### config.mk
export PLATFORM = sky130hd
export DESIGN_NAME = mult16_seq
export DESIGN_NICKNAME = d
export VERILOG_FILES = /design/src/rtl/mult16_seq.sv
export SDC_FILE = /design/constraint.sdc
export NUM_CORES = 1
export LEC_CHECK = 0
export CAP_MARGIN = 20
export CORE_MARGIN = 3
export CORE_UTILIZATION = 40
export CTS_CLUSTER_SIZE = 30
export DETAILED_ROUTE_END_ITERATION = 10
export PLACE_DENSITY = 0.74
export SETUP_SLACK_MARGIN = 0.1
export SYNTH_ARGS = -nofsm -noshare
export SYNTH_HDL_FRONTEND = slang
export SYNTH_SLANG_ARGS = --single-unit
### constraint.sdc
create_clock -name clk -period 2.9 [get_ports clk]
set_input_delay 0.58 -clock clk [delete_from_list [all_inputs] [get_ports clk]]
set_output_delay 0.58 -clock clk [all_outputs]
set_load 0.02 [all_outputs]
### src/rtl/mult16_seq.sv
// Iterative unsigned shift-and-add multiplier with a start/done handshake.
// Takes WIDTH cycles from the accepting edge to done. A start while busy is ignored.
module mult16_seq #(
  parameter int WIDTH = 16
) (
  input  logic               clk,
  input  logic               rst_n,
  input  logic               start,
  input  logic [WIDTH-1:0]   A,
  input  logic [WIDTH-1:0]   B,
  output logic               busy,
  output logic               done,
  output logic [2*WIDTH-1:0] P
);

  localparam int CW = $clog2(WIDTH);

  localparam logic [1:0] S_IDLE = 2'd0;
  localparam logic [1:0] S_RUN  = 2'd1;
  localparam logic [1:0] S_DONE = 2'd2;

  localparam logic [CW-1:0] LAST = CW'(WIDTH - 1);

  logic [1:0]       state;
  logic [CW-1:0]    count;
  logic [WIDTH-1:0] mcand;
  // Upper accumulator keeps only its low WIDTH bits; the top bit is always 0 after the shift.
  logic [WIDTH-1:0] acc_hi;
  logic [WIDTH-1:0] acc_lo;

  logic [WIDTH-1:0] add_a;
  logic [WIDTH-1:0] add_b;
  logic [WIDTH-1:0] add_s;
  logic             add_c;
  logic [WIDTH:0]   sum17;

  // The upstream adder has no carry-out, so the carry is recovered from operand and sum MSBs.
  always_comb begin
    add_a = acc_hi;
    add_b = acc_lo[0] ? mcand : '0;
    add_s = add_a + add_b;
    add_c = (add_a[WIDTH-1] & add_b[WIDTH-1]) |
            ((add_a[WIDTH-1] | add_b[WIDTH-1]) & ~add_s[WIDTH-1]);
    sum17 = {add_c, add_s};
  end

  always_ff @(posedge clk or negedge rst_n) begin
    if (!rst_n) begin
      state  <= S_IDLE;
      count  <= '0;
      mcand  <= '0;
      acc_hi <= '0;
      acc_lo <= '0;
      P      <= '0;
    end else begin
      case (state)
        S_IDLE, S_DONE: begin
          if (start) begin
            mcand  <= A;
            acc_lo <= B;
            acc_hi <= '0;
            count  <= '0;
            P      <= '0;
            state  <= S_RUN;
          end else begin
            state  <= S_IDLE;
          end
        end
        S_RUN: begin
          acc_hi <= sum17[WIDTH:1];
          acc_lo <= {sum17[0], acc_lo[WIDTH-1:1]};
          count  <= count + 1'b1;
          if (count == LAST) begin
            state <= S_DONE;
            P     <= {sum17, acc_lo[WIDTH-1:1]};
          end
        end
        default: state <= S_IDLE;
      endcase
    end
  end

  assign busy = (state == S_RUN);
  assign done = (state == S_DONE);

endmodule

==> flow_metrics.py <==
metrics = {
    "run_status": {
        "outcome": "completed",
    },
    "place": {
        "hpwl_um": 6507,
        "port_buffers": 68,
        "placed_cell_area_sq_mm": 0.004964,
        "gp_congestion": 0.8510,
    },
    "clocking": {
        "htree_levels": 3,
        "cts_root_buffer": "clkbuf_8",
        "cts_buffers": 9,
        "ctsHoldBuffers": 0,
        "clock-sinks": 86,
        "clk_pin_slew_ps": 100,
        "tritoncts": "yes",
        "cts_buffer_depth": 2,
        "clk_latency_ps": 370,
    },
    "drt": {
        "viasPerCell": 5.100,
        "num_vias": 3274,
        "wl_per_cell_um": 14.79,
        "drt_pass1_iterations": 4,
        "drcViolationCount": 0,
        "ant_nets": 0,
        "dr.first_iter.drc_count": 132,
        "drt-total-wl_um": 9492,
    },
    "cells_and_area": {
        "fin_nets": 557,
        "drive_above_1_share_pct": 14.54,
        "area_delta_synth_final_pct": 32.97,
        "fin_util_pct": 54.83,
        "fillers": 889,
        "fin_area_sq_mm": 0.005384,
        "diodes": 0,
    },
    "synthesis": {
        "synth_seq_cells": 86,
        "syn_avg_cell_area_sq_um": 9.595,
        "yosys_warnings": 0,
        "async_reset_ff_share_pct": 100.0,
        "syn_inst": 422,
        "ys_seq_area_share_pct": 53.15,
        "ys_types": 39,
        "syn-num-nets": 475,
        "synth_top_flop_cell": "dfrtp_1",
        "synth_edf_count": 0,
        "synth_area_sq_mm": 0.004049,
    },
    "setup_path": {
        "crit_top_cell": "o31a_1",
        "r2r_slack_ps": 30,
        "worstPathCellList": "and2_1 -> ha_4 -> inv_2 -> fa_2 -> nor2b_4 -> o2111a_1 -> o31a_1 -> o31a_1 -> o21a_1 -> or3_4 -> a32o_1",
        "timing.rr.end": "acc_hi[11]",
        "worst-path-buf-inv": 1,
        "cp_top_family": "compound AO/OA/AOI/OAI gates",
        "crit_path_end_kind": "flip-flop",
        "ff2ff_path_depth": 11,
        "worstPathMaxFanout": 6,
        "worstSetupStartpointType": "flip-flop",
        "arrival_ps": 3130,
        "critPathMaxStageDelay_ps": 460,
        "worstSetupPathType": "flip-flop to flip-flop",
        "rr_startpoint": "acc_lo[0]",
        "crit_slowest_cell": "dfrtp_2",
        "setup.worst_path.start": "acc_lo[0]",
        "worstPathRequired_ps": 3150,
    },
    "global_routing": {
        "grt_antenna_before_repair": 0,
        "grt_max_degree": 57,
        "grt_first_pass_wirelength_um": 15260,
        "grt-ovfl-total": 0,
        "grt_pass1_vias": 3083,
        "grt.total_usage_pct": 16.91,
    },
    "run": {
        "cap_violations": 0,
    },
    "min_path": {
        "hold_class": "input port to asynchronous set/reset pin",
    },
    "floorplanning": {
        "start_util_pct": 41.23,
        "row_count": 36,
        "dieArea_sq_mm": 0.01137,
        "coreArea_sq_mm": 0.009819,
        "die_x_um": 106.6,
        "io_pins": 69,
        "die_h_um": 106.6,
    },
    "power": {
        "p_leak_nw": 2.469,
        "max-vdd-ir-drop_mv": 0.4986,
        "p_per_area_mw_per_mm2": 1073,
    },
    "sta": {
        "hold_violations": 0,
        "slew_headroom_pct": 50.53,
        "hold_ws_ps": 260.1,
        "finalSetupViolCount": 0,
        "rsz0062_at_grt": "true",
        "slew_violations": 0,
        "fin_skew_ps": 16.99,
        "period_share_pct": 99.09,
        "max_freq_mhz": 348.0,
        "worst_pin_slew_ps": 739.3,
        "fin_crit_ps": 2874,
    },
}
flip-flops by register name, summed over array words and instances (netlist names):
register and cells:
acc_hi 16, mcand 16, P 32, state 2, count 4, acc_lo 16
synthesized netlist by cell type, drive strengths merged, types with 2 or more instances:
cell / number / area, sq um
a21o: 4 / 30.03
a21oi: 10 / 50.05
a22o: 6 / 52.55
a31oi: 5 / 31.28
a32o: 3 / 30.03
and2: 14 / 87.58
and3: 3 / 18.77
clkbuf: 19 / 71.32
dfrtp: 86 / 2152
fa: 2 / 40.04
ha: 16 / 200.2
inv: 10 / 37.53
mux2i: 15 / 150.1
nand2: 118 / 442.9
nand2b: 3 / 18.77
nand3: 8 / 40.04
nor2: 13 / 48.80
nor2b: 4 / 32.53
nor3: 3 / 15.01
o21a: 4 / 30.03
o21ai: 46 / 230.2
o31a: 2 / 17.52
o31ai: 5 / 37.54
or3: 4 / 25.02
xnor2: 7 / 61.31
power by group:
part | internal (mW) | leakage, nW | switching [mW] | total [mW]
Sequential | 1.73 | 1.10 | 0.334 | 2.06
Clock | 0.338 | 0.0999 | 0.491 | 0.829
Combinational | 1.33 | 1.27 | 1.55 | 2.89
worst max-delay path by stage:
| stage | slack, ps | depth (start not counted) | to |
|---|---|---|---|
| after global placement | 30 | 11 | acc_hi[11] |
| final | 30 | 11 | acc_hi[11] |
| after global routing | -100 | 12 | P[30] |
| after detailed placement | -50 | 11 | P[30] |
| after CTS | 100 | 12 | P[30] |
| after floorplan | 100 | 12 | acc_hi[11] |
placed cells by master (no fill, tap or decap), types with 4 or more instances in the layout:
cell type,netlist,routed
nand2_1,118,117
dfrtp_1,86,85
clkdlybuf4s50_1,0,67
o21ai_0,46,46
buf_4,0,21
mux2i_1,15,15
and2_1,14,11
nor2_1,13,10
ha_1,16,10
clkbuf_8,0,9
inv_1,9,7
xnor2_1,7,7
a22o_1,6,6
ha_4,0,6
a21oi_1,10,5
a21oi_2,0,5
nand3_1,8,5
a31oi_1,5,5
o21a_1,4,4
a21o_1,4,4
o31ai_1,5,4
inv_6,0,4
logic make-up after synthesis:
kind of cell	after synthesis	share of synthesized area, %
xor gates and xnor gates	8	1.731
buffers and inverters	30	2.781
AOI/OAI and AO/OA	91	13.97
DFF	86	53.15
and+or+nand+nor	174	18.73
adders and majority gates	18	5.933
muxes	15	3.708
repair_timing:
item | 4_1_cts | 5_1_grt
pin swaps | 3 | 15
gates resized for setup | 9 | 23
endpoints found under the setup margin | 6 | 8
setup buffers | 3 | 4
per-stage QoR:
stage	TNS [ps]	std cells	total power, mW	worst slack, ps
2_1_floorplan	0	422	3.657	98.61
3_3_place_gp	0	618	4.548	26.10
3_5_place_dp	-59.01	618	4.652	-47.78
4_1_cts	0	637	5.568	97.09
5_1_grt	-319.5	642	6.232	-95.17
6_report	0	642	5.777	26.43
final cells by class:
cell class                      instances  area [sq um]  area share [%]
Clock buffer                            9         123.9           2.301
Clock inverter                          7         71.32           1.325
Inverter                               10         37.54          0.6972
Multi-Input combinational cell        306          1961           36.42
Sequential cell                        86          2153           40.00
Tap cell                              133         166.4           3.091
Timing Repair Buffer                   91         870.8           16.17
routing by layer:
| metal | share of wire [%] | track usage [%] | routed length (um) | vias to the layer above |
|---|---|---|---|---|
| met1 | 46 | 23.74 | 4403 | 1566 |
| met2 | 47 | 26.17 | 4502 | 91 |
| li1 | - | - | - | 1606 |
| met4 | 1.1 | 4.749 | 108 | 0 |
| met5 | 0 | 0 | 0 | - |
| met3 | 5.0 | 4.214 | 477 | 11 |
Power figures use the tool's default switching activity.
